==> config.mk <==
export PLATFORM = sky130hd
export DESIGN_NAME = jk_bank_driver
export DESIGN_NICKNAME = d
export VERILOG_FILES = /design/src/rtl/jk_pkg.sv /design/src/rtl/jk_excite.sv /design/src/rtl/jk_bank_driver.sv
export SDC_FILE = /design/constraint.sdc
export NUM_CORES = 1
export LEC_CHECK = 0
export CAP_MARGIN = 20
export CORE_UTILIZATION = 50
export DETAILED_ROUTE_END_ITERATION = 6
export PLACE_DENSITY = 0.83
export SETUP_SLACK_MARGIN = 0.05
export SLEW_MARGIN = 20
export SYNTH_ARGS = -nofsm -noshare
export SYNTH_HDL_FRONTEND = slang
export SYNTH_SLANG_ARGS = --single-unit
==> constraint.sdc <==
create_clock -name clk -period 2.93 [get_ports clk]
set_input_delay 0.586 -clock clk [delete_from_list [all_inputs] [get_ports clk]]
set_output_delay 0.586 -clock clk [all_outputs]
set_load 0.03 [all_outputs]
==> src/rtl/jk_pkg.sv <==
// Shared definitions for the JK bank driver: FSM states and per-bit J/K codes.
package jk_pkg;

    // Driver sequence: accept, pulse, wait for the bank to settle, verify.
    typedef enum logic [1:0] {
        IDLE   = 2'd0,
        DRIVE  = 2'd1,
        SETTLE = 2'd2,
        CHECK  = 2'd3
    } state_t;

    // {j, k} excitation codes for a single JK flop.
    localparam logic [1:0] JK_HOLD   = 2'b00;
    localparam logic [1:0] JK_RESET  = 2'b01;
    localparam logic [1:0] JK_SET    = 2'b10;
    localparam logic [1:0] JK_TOGGLE = 2'b11;

endpackage

==> src/rtl/jk_excite.sv <==
// Per-bit J/K excitation: the code that moves one JK flop from cur to tgt.
module jk_excite
    import jk_pkg::*;
(
    input  logic cur,
    input  logic tgt,
    input  logic prefer_toggle,
    output logic j,
    output logic k
);

    logic [1:0] code;

    // Pick HOLD for unchanged bits, otherwise SET/RESET or TOGGLE.
    always_comb begin
        // NOTE: the default assignment first covers every path, so no latch is inferred.
        code = JK_HOLD;
        if (cur != tgt) begin
            if (prefer_toggle) begin
                code = JK_TOGGLE;
            end else if (tgt) begin
                code = JK_SET;
            end else begin
                code = JK_RESET;
            end
        end
    end

    assign {j, k} = code;

endmodule

==> src/rtl/jk_bank_driver.sv <==
// Drives an external bank of JK flops to a requested value: computes J/K from
// the current bank state, pulses it for one cycle, waits, and verifies.
module jk_bank_driver
    import jk_pkg::*;
#(
    parameter int WIDTH         = 8,
    parameter int SETTLE_CYC    = 1,
    parameter int PREFER_TOGGLE = 0
) (
    input  logic             clk,
    input  logic             reset_n,
    input  logic             tgt_valid,
    output logic             tgt_ready,
    input  logic [WIDTH-1:0] tgt_data,
    input  logic [WIDTH-1:0] q_fb,
    output logic [WIDTH-1:0] j,
    output logic [WIDTH-1:0] k,
    output logic             busy,
    output logic             done,
    output logic             err,
    output logic [WIDTH-1:0] err_bits
);

    // Last SETTLE count value; unused when the settle phase is skipped.
    localparam logic [3:0] SETTLE_LAST = (SETTLE_CYC == 0) ? 4'd0 : 4'(SETTLE_CYC - 1);
    localparam logic       TOGGLE_EN   = (PREFER_TOGGLE != 0);
    localparam state_t     AFTER_DRIVE = (SETTLE_CYC == 0) ? CHECK : SETTLE;

    state_t           state;
    logic [3:0]       settle_cnt;
    logic [WIDTH-1:0] tgt_r;
    logic [WIDTH-1:0] exc_j;
    logic [WIDTH-1:0] exc_k;
    logic [WIDTH-1:0] diff;

    // One excitation cell per bank bit, fed from live feedback and the incoming word.
    for (genvar i = 0; i < WIDTH; i++) begin : g_excite
        jk_excite u_excite (
            .cur           (q_fb[i]),
            .tgt           (tgt_data[i]),
            .prefer_toggle (TOGGLE_EN),
            .j             (exc_j[i]),
            .k             (exc_k[i])
        );
    end

    assign tgt_ready = (state == IDLE);
    assign busy      = (state != IDLE);
    assign diff      = q_fb ^ tgt_r;

    // Sequencer: j/k and done/err default low so each is a single-cycle pulse.
    always_ff @(posedge clk or negedge reset_n) begin
        if (!reset_n) begin
            state      <= IDLE;
            settle_cnt <= '0;
            tgt_r      <= '0;
            j          <= '0;
            k          <= '0;
            done       <= 1'b0;
            err        <= 1'b0;
            err_bits   <= '0;
        end else begin
            // NOTE: non-blocking assignments keep every register updating from pre-edge values.
            j    <= '0;
            k    <= '0;
            done <= 1'b0;
            err  <= 1'b0;
            case (state)
                IDLE: begin
                    if (tgt_valid) begin
                        tgt_r <= tgt_data;
                        j     <= exc_j;
                        k     <= exc_k;
                        state <= DRIVE;
                    end
                end
                DRIVE: begin
                    settle_cnt <= '0;
                    state      <= AFTER_DRIVE;
                end
                SETTLE: begin
                    if (settle_cnt == SETTLE_LAST) begin
                        state <= CHECK;
                    end else begin
                        settle_cnt <= settle_cnt + 4'd1;
                    end
                end
                CHECK: begin
                    done     <= 1'b1;
                    err      <= |diff;
                    err_bits <= diff;
                    state    <= IDLE;
                end
                default: state <= IDLE;
            endcase
        end
    end

endmodule

==> results.json <==
{
  "post-cts-setup-buffers": 0,
  "pwr_density_cell_mw_per_mm2": 915.1,
  "io_pins": 47,
  "antenna_found_initial": 0,
  "vdd_ir_drop_max_mv": 0.6500,
  "start_util_pct": 53.29,
  "period_share_pct": 82.83,
  "slew_headroom_pct": 43.77,
  "yosys-top-cells-area": "dfrtp_1 61%, mux2_2 11%, nor3b_1 7.8%, ha_1 4.6%, xor2_1 4.3%",
  "slew_violations": 0,
  "drc": 0,
  "max_stage_delay_ns": 0.67,
  "dp_cells": 204,
  "dr_total_vias": 1049,
  "power_switching_share_pct": 35.64,
  "cts_made_buffers": 5,
  "nNetsFinal": 192,
  "yosys.area.top_type": "dfrtp_1",
  "hold_class": "in2async",
  "die_area_sq_mm": 0.003514,
  "clock_latency_ns": 0.34,
  "grt_max_degree": 41,
  "p_seq_share_pct": 39.5,
  "drt_iter0_markers": 11,
  "async_reset_ff_share_pct": 100.0,
  "dp_hpwl_um": 2109,
  "clock-skew-final_ns": 0.01184,
  "path_common_cell": "inv_1",
  "drive_above_1_share_pct": 16.07,
  "finalHoldViolCount": 0,
  "setup_violations": 0,
  "wl_per_cell_um": 13.40,
  "p_leak_nw": 0.9690,
  "cts_max_level": 2,
  "netlist_area_sq_mm": 0.001640,
  "postCtsHoldBufs": 0,
  "synth_cells": 118,
  "grt_pass1_wl_um": 4816,
  "syn_to_final_growth_pct": 35.01,
  "grt_pass1_vias": 1066,
  "clkSlewWorstSetupHoldPaths_ns": 0.12,
  "synth_warnings": 0,
  "path_cells": "inv_1 -> ha_1 -> inv_1 -> clkdlybuf4s50_1",
  "cts_buffer_depth": 2,
  "fp.dieW_um": 59.28,
  "diodes": 0,
  "synthFlopType": "dfrtp_1",
  "cp-end-kind": "primary output",
  "yosys.cell_types.count": 21,
  "cp-start-kind": "flip-flop",
  "min_period_ns": 2.427,
  "portBuffers": 46,
  "cp_slowest_cell": "clkdlybuf4s50_1",
  "outcome": "complete, no violations",
  "place.gp.congestion": 0.7541,
  "cts_root_buffer": "clkbuf_4",
  "crit_fanout": 4,
  "p_total_mw": 2.027,
  "tritoncts": "done",
  "yosysSeqAreaShare_pct": 61.02,
  "switchingPower_mw": 0.7222,
  "grt.total_usage_pct": 19.23,
  "syn_area_per_cell_sq_um": 13.90,
  "viasPerCell": 4.948,
  "internal-power_mw": 1.304,
  "synth_nets": 143,
  "drv_cap": 0,
  "critPathKind": "reg2out",
  "die_y_um": 59.28,
  "power_frac_comb_pct": 43.0,
  "rsz0062_at_grt": "false",
  "crit_required_ns": 2.34,
  "clkPwrFrac_pct": 17.5,
  "num_rows": 20,
  "netlist_top_cells_count": "40 x dfrtp_1, 17 x nor3b_1, 16 x mux2_2, 8 x xor2_1",
  "worst_pin_slew_ns": 0.8435,
  "ys_ff_latch": 40,
  "drt_pass1_iterations": 4,
  "layoutNonFillerInstCount": 212,
  "drt-total-wl_um": 2840,
  "clock-sinks": 40,
  "cp_data_arrival_time_ns": 1.84,
  "synth_top_area_share_pct": 61.02,
  "clock.fmax_mhz": 412.1,
  "synth_edf_count": 0,
  "synthMostInstantiatedCell": "dfrtp_1",
  "timing.setup.tns_ns": 0,
  "cts_resized": 0,
  "grt_overflow": 0,
  "coreArea_sq_mm": 0.003078,
  "ant_nets": 0
}
==> cells in the final DEF (no fill, tap or decap), types with 2 or more instances in the layout <==
master           instances
mux2_2                  16
nor3b_1                 17
nor4_1                   2
inv_1                    6
mux2i_1                  2
ha_1                     6
nand2_1                  5
nand3_1                  3
clkdlybuf4s50_1         45
xor2_1                   8
dfrtp_1                 40
clkbuf_4                 5
==> critical path, delay by kind of cell, from the launching register on <==
kind	cells	cell delay [ns]
buffers and inverters	3	0.86
adder cells (fa/ha/maj)	1	0.24
flip-flops	1	0.41
==> stage by stage <==
stage / utilization (%) / cell area, sq um / setup WS, ns / hold WS (ns)
after floorplan: - / 1640 / 1.194 / 0.2904
after global placement: 69.35 / 2135 / 0.7651 / 0.4904
after detailed placement: 69.35 / 2135 / 0.7319 / 0.4945
after CTS: 71.95 / 2215 / 0.4790 / 0.3548
after global routing: 71.95 / 2215 / 0.3961 / 0.3991
final: 71.95 / 2215 / 0.5032 / 0.3362
==> flip-flops by register name, summed over array words and instances, names as in the netlist <==
signal	cells
err_bits	8
j	8
k	8
tgt_r	8
settle_cnt	4
state	2
done	1
err	1
==> final cells by class <==
| type | count | area, sq um |
|---|---|---|
| Tap cell | 44 | 55.05 |
| Clock buffer | 5 | 37.54 |
| Clock inverter | 3 | 42.54 |
| Timing Repair Buffer | 46 | 455.4 |
| Multi-Input combinational cell | 68 | 600.6 |
| Sequential cell | 40 | 1001 |
| Inverter | 6 | 22.52 |
| Fill cell | 222 | 863.3 |
==> logic make-up after synthesis <==
| kind of cell | synth area share, % |
|---|---|
| multiplexers | 12.89 |
| adder cells (fa/ha/maj) | 4.577 |
| buffers and inverters | 2.364 |
| AND/OR/NAND/NOR | 11.67 |
| XOR/XNOR | 4.806 |
| flip-flops | 61.02 |
| AO/OA/AOI/OAI | 2.670 |
==> power by group through the flow <==
| stage | sequential (mW) | combinational, mW | clock [mW] |
|---|---|---|---|
| 3_5_place_dp | 0.814 | 0.878 | 0 |
| 4_1_cts | 0.802 | 0.883 | 0.362 |
| 3_3_place_gp | 0.807 | 0.851 | 0 |
| 5_1_grt | 0.821 | 0.935 | 0.382 |
| 2_1_floorplan | 0.977 | 0.389 | 0 |
| 6_report | 0.801 | 0.871 | 0.354 |
==> path summary, 6_finish.rpt <==
| check | startpoint | to | slack [ns] | depth (start not counted) |
|---|---|---|---|---|
| setup / recovery | state[0] | busy | 0.50 | 4 |
| hold / removal | reset_n | tgt_r[5] | 0.34 | 1 |
| setup reg to reg | state[0] | tgt_r[2] | 1.06 | 4 |
| hold reg to reg | err_bits[7] | err_bits[7] | 0.52 | 1 |
| max in group asynchronous | reset_n | state[0] | 2.06 | 1 |
| min in group clk | err_bits[7] | err_bits[7] | 0.52 | 1 |
==> metal layers <==
layer  track usage (%)  up-vias  share of wire, %
met2             33.07       30                53
met5                 0        -                 0
met1             22.35      517                42
met4             6.803        0              0.67
met3             6.332        2               4.6
li1                  -      500                 -
Power figures use the tool's default switching activity.
